===== src/rtl/id_exe_hazard_reg.sv =====
// ID/EXE pipeline register with load-use / RAW hazard detection,
// branch flush, global freeze and a saturating hazard-bubble counter.
//
// Ports:
//   clk, rst_n          clock, async active-low reset
//   freeze              hold all state (memory interface busy)
//   flush               branch taken in EXE, load a bubble
//   forwarding_enable   1: stall on load-use only, 0: stall on any RAW
//   id_*                decoded instruction fields from ID
//   mem_dest, mem_wb_en destination / write enable of the MEM instruction
//   exe_*               registered fields presented to EXE
//   hazard_stall        combinational hold request for PC and IF/ID
//   stall_count         saturating count of hazard bubbles
module id_exe_hazard_reg #(
    parameter int DATA_W = 32,
    parameter int CNT_W  = 16
) (
    input  logic              clk,
    input  logic              rst_n,
    input  logic              freeze,
    input  logic              flush,
    input  logic              forwarding_enable,
    input  logic [DATA_W-1:0] id_pc,
    input  logic [DATA_W-1:0] id_val1,
    input  logic [DATA_W-1:0] id_val2,
    input  logic [DATA_W-1:0] id_imm,
    input  logic [4:0]        id_src1,
    input  logic [4:0]        id_src2,
    input  logic [4:0]        id_src3,
    input  logic [4:0]        id_dest,
    input  logic              id_two_src,
    input  logic              id_wb_en,
    input  logic              id_mem_r_en,
    input  logic              id_mem_w_en,
    input  logic              id_store_bne,
    input  logic              id_valid,
    input  logic [3:0]        id_exe_cmd,
    input  logic [4:0]        mem_dest,
    input  logic              mem_wb_en,
    output logic [DATA_W-1:0] exe_pc,
    output logic [DATA_W-1:0] exe_val1,
    output logic [DATA_W-1:0] exe_val2,
    output logic [DATA_W-1:0] exe_imm,
    output logic [4:0]        exe_src1,
    output logic [4:0]        exe_src2,
    output logic [4:0]        exe_src3,
    output logic [4:0]        exe_dest,
    output logic              exe_wb_en,
    output logic              exe_mem_r_en,
    output logic              exe_mem_w_en,
    output logic              exe_store_bne,
    output logic              exe_valid,
    output logic [3:0]        exe_exe_cmd,
    output logic              hazard_stall,
    output logic [CNT_W-1:0]  stall_count
);

    logic m1e, m2e, m1m, m2m;
    logic bubble;

    // Register 0 is not exempted so this matches the forwarding comparators.
    always_comb begin
        m1e = (id_src1 == exe_dest) & exe_wb_en;
        m2e = id_two_src & (id_src2 == exe_dest) & exe_wb_en;
        m1m = (id_src1 == mem_dest) & mem_wb_en;
        m2m = id_two_src & (id_src2 == mem_dest) & mem_wb_en;
        hazard_stall = 1'b0;
        if (id_valid) begin
            if (forwarding_enable)
                hazard_stall = exe_mem_r_en & (m1e | m2e);
            else
                hazard_stall = m1e | m2e | m1m | m2m;
        end
    end

    assign bubble = flush | hazard_stall;

    // Data fields follow ID even on a bubble; a bubble has no side effects.
    always_ff @(posedge clk or negedge rst_n) begin
        if (!rst_n) begin
            exe_pc   <= '0;
            exe_val1 <= '0;
            exe_val2 <= '0;
            exe_imm  <= '0;
        end else if (!freeze) begin
            exe_pc   <= id_pc;
            exe_val1 <= id_val1;
            exe_val2 <= id_val2;
            exe_imm  <= id_imm;
        end
    end

    always_ff @(posedge clk or negedge rst_n) begin
        if (!rst_n) begin
            exe_src1      <= '0;
            exe_src2      <= '0;
            exe_src3      <= '0;
            exe_dest      <= '0;
            exe_wb_en     <= 1'b0;
            exe_mem_r_en  <= 1'b0;
            exe_mem_w_en  <= 1'b0;
            exe_store_bne <= 1'b0;
            exe_valid     <= 1'b0;
            exe_exe_cmd   <= '0;
        end else if (!freeze) begin
            if (bubble) begin
                exe_src1      <= '0;
                exe_src2      <= '0;
                exe_src3      <= '0;
                exe_dest      <= '0;
                exe_wb_en     <= 1'b0;
                exe_mem_r_en  <= 1'b0;
                exe_mem_w_en  <= 1'b0;
                exe_store_bne <= 1'b0;
                exe_valid     <= 1'b0;
                exe_exe_cmd   <= '0;
            end else begin
                exe_src1      <= id_src1;
                exe_src2      <= id_src2;
                exe_src3      <= id_src3;
                exe_dest      <= id_dest;
                exe_wb_en     <= id_wb_en;
                exe_mem_r_en  <= id_mem_r_en;
                exe_mem_w_en  <= id_mem_w_en;
                exe_store_bne <= id_store_bne;
                exe_valid     <= id_valid;
                exe_exe_cmd   <= id_exe_cmd;
            end
        end
    end

    // Flush takes priority, so a flushed hazard is not counted.
    always_ff @(posedge clk or negedge rst_n) begin
        if (!rst_n)
            stall_count <= '0;
        else if (!freeze && !flush && hazard_stall &&
                 stall_count != {CNT_W{1'b1}})
            stall_count <= stall_count + 1'b1;
    end

endmodule


===== config.mk =====
export PLATFORM = sky130hd
export DESIGN_NAME = id_exe_hazard_reg
export DESIGN_NICKNAME = d
export VERILOG_FILES = /design/src/rtl/id_exe_hazard_reg.sv
export SDC_FILE = /design/constraint.sdc
export NUM_CORES = 1
export LEC_CHECK = 0
export CAP_MARGIN = 20
export CORE_AREA = 8 8 127 129
export CTS_CLUSTER_SIZE = 12
export DETAILED_ROUTE_END_ITERATION = 10
export DIE_AREA = 0 0 135 137
export DONT_BUFFER_PORTS = 1
export GPL_ROUTABILITY_DRIVEN = 1
export GPL_TIMING_DRIVEN = 0
export SYNTH_ARGS = -nofsm -noshare
export SYNTH_HDL_FRONTEND = slang
export SYNTH_SLANG_ARGS = --single-unit

===== constraint.sdc =====
create_clock -name clk -period 2.25 [get_ports clk]
set_clock_uncertainty 0.15 [all_clocks]
set_input_delay 0.45 -clock clk [delete_from_list [all_inputs] [get_ports clk]]
set_output_delay 0.45 -clock clk [all_outputs]
set_load 0.02 [all_outputs]

==> out/metrics.csv <==
stage;metric;value;unit
drt;viasPerCell;5.69;
setup_path;path_max_fanout;4;
logic_synthesis;yosys_warnings;0;
drt;ant_nets;0;
drt;dr.pass1.iters;4;
clock_tree;clock_latency;420;ps
min_path;hold_path_class;input pin to asynchronous set/reset pin;
clock_tree;clockRootBuffer;clkbuf_16;
logic_synthesis;syn_inst;452;
logic_synthesis;yosysUniqueCellTypes;32;
sta;hold_slack;-432;ps
logic_synthesis;synthesis.nets;622;
sta;period_minus_slack;2230;ps
place;io_buffers;0;
clock_tree;cts_tree;built;
drt;detail_route.iter0.violations;248;
global_route;track_usage;19.8;%
power;power;7.73;mW
floorplan;core-area;14200;um2
floorplan;die-area;18500;um2
sta;relSlewSlack;55.9;%
final_layout;final_cell_mix;dfrtp_1, mux2_2, a22o_1;
sta;tightest_slew;661;ps
setup_path;cp_data_required_time;1650;ps
run_status;violations;hold timing;
clock_tree;cts_buffer_depth;2;
place;dp_hpwl;14400;um
sta;setup_viol;0;
final_layout;area_delta_synth_final;18.2;%
setup_path;end_kind;output pin;
power;power_density;954;nW/um2
logic_synthesis;syn_area_per_cell;15.2;um2
drt;route.detailed.drc;0;
floorplan;rows;44;
sta;timing.final.hold_violations;173;
logic_synthesis;netlist_area;6850;um2
drt;via_count;3940;
clock_tree;cts-buffers-inserted;17;
global_route;globalRouteOverflowTotal;0;
final_layout;num-nets-final;666;
global_route;grt_pass1_vias;4464;
drt;wirelength;18700;um
logic_synthesis;yosys_register_bits;173;
final_layout;insertedDiodeCount;0;
global_route;grt_max_degree;174;
job;cap_violations;0;
final_layout;layout-drive-gt1-share;38.9;%
sta;slew_violations;0;
logic_synthesis;yosysSeqAreaShare;63.2;%
drt;routedWlPerCell;27.0;um
setup_path;arrival;1630;ps
floorplan;initial_core_util;48.2;%
floorplan;ios;343;
place;dpl.cell_count;636;
power;ir_drop;512;uV
floorplan;die_h;137;um
setup_path;worstSetupPathType;register to output pin;
clock_tree;cts_sinks;173;
floorplan;die_x;135;um
clock_tree;htree_levels;4;
sta;fmax;0.449;GHz
place;preCtsSetupSlack;-338;ps
sta;rsz0062_at_grt;yes;
clock_tree;clkTransAtPathRegs;70;ps
run_status;status;complete, but fails checks;
sta;period_share;99.0;%
power;p_leak;3.50;nW
global_route;antenna_found_initial;1;
final_layout;stdcell_count;693;
global_route;grt_pass1_wl;27400;um
place;gp_congestion;0.860;
sta;finalWorstSetupSlack;23.4;ps
setup_path;critPathLaunchType;register;
final_layout;layout_commonest_cell;dfrtp_1;
-- cells in the mapped netlist (all sizes together) --
library cell    n  share of area, %
dfrtp         173                63
o22ai           1             0.091
ha              1              0.18
nand3b          1              0.11
nand3           9              0.66
and4            1              0.13
nor4            5              0.73
nor2            7              0.38
buf             5              0.73
o21a            1              0.11
mux2          129                21
nand2b          2              0.18
o21ai           1             0.073
or3             1              0.16
xor2           14               1.8
nand4           6              0.55
nand2          12              0.66
nor3           10               1.0
nor2b           1             0.091
xnor2          21               2.7
a22o           28               3.6
clkbuf         17              0.93
inv             1             0.055
and2            1              0.11
and3            2              0.33
a31o            1              0.13
nor4b           1              0.13
-- area by class of cell --
type	instances	area [um2]
flip-flops and latches	173	4340
clock inverters	12	206
plain buffers	21	103
fillers	1183	6110
clock buffers	20	457
repair buffers	26	255
inverters	1	3.75
well taps	184	230
multi-input cells	256	2500
-- cell families after synthesis --
logic type	count (synthesis)	synth area share, %
muxes	129	21.2
buffers and inverters	23	1.72
and+or+nand+nor	59	5.26
xor gates and xnor gates	35	4.47
AOI/OAI and AO/OA	32	3.98
DFF	173	63.2
adders and majority gates	1	0.183
-- metal layers --
| layer | GRT usage, % | vias up | share of wire, % |
|---|---|---|---|
| met2 | 35.2 | 195 | 55 |
| li1 | - | 1690 | - |
| met4 | 7.03 | 2 | 1.1 |
| met5 | 0 | - | 0.064 |
| met3 | 10.9 | 22 | 12 |
| met1 | 19.0 | 2031 | 31 |
-- through the flow --
step                utilization [%]  TNS [ps]  instance area [um2]
CTS                            55.9     -15.0                 7940
finish                         57.0         0                 8100
floorplan                         -         0                 6850
detailed placement             49.9    -20720                 7080
global placement               49.9    -14330                 7080
global route                   57.0     -63.9                 8100
-- path summary, 6_finish.rpt --
check / from / slack (ps) / depth (start not counted) / to
min in group clk: id_src3[4] / 20 / 1 / exe_src3[4]$_DFFE_PN0N_
worst min register to register: stall_count[4]$_DFFE_PN0P_ / 450 / 1 / stall_count[4]$_DFFE_PN0P_
worst max register to register: exe_dest[1]$_DFFE_PN0N_ / 110 / 9 / exe_exe_cmd[0]$_DFFE_PN0N_
worst max-delay path: exe_dest[1]$_DFFE_PN0N_ / 20 / 5 / hazard_stall
worst min-delay path: rst_n / -430 / 0 / exe_src3[3]$_DFFE_PN0N_
max in group asynchronous: rst_n / 2060 / 0 / exe_dest[4]$_DFFE_PN0N_
-- power by group --
part	total, mW	internal (mW)	leakage (nW)	switching, mW
Combinational	0.488	0.317	1.09	0.171
Sequential	3.99	3.39	2.08	0.606
Clock	3.24	2.04	0.322	1.20
Total	7.73	5.75	3.50	1.98
-- registers in the layout (all words and copies together), names as in the netlist, 4 cells and up --
name         count
exe_exe_cmd      4
exe_src2         5
exe_pc          32
exe_imm         32
exe_val1        32
exe_val2        32
exe_src3         5
exe_dest         5
exe_src1         5
stall_count     16
-- worst max-delay path, cell delays in order, from the launching register on --
cell and delay, ps:
dfrtp_2 510, xnor2_2 200, nand4_1 110, nor2_2 140
nor3_4 70, nor2_4 180
-- timing repair --
action / 4_1_cts / 5_1_grt
endpoints found under the setup margin: 4 / 5
pin swaps: 6 / 6
endpoints found under the hold margin: 188 / 182
setup buffers: 2 / 0
gates resized for setup: 14 / 12
hold buffers: 15 / 9
Power figures use the tool's default switching activity.
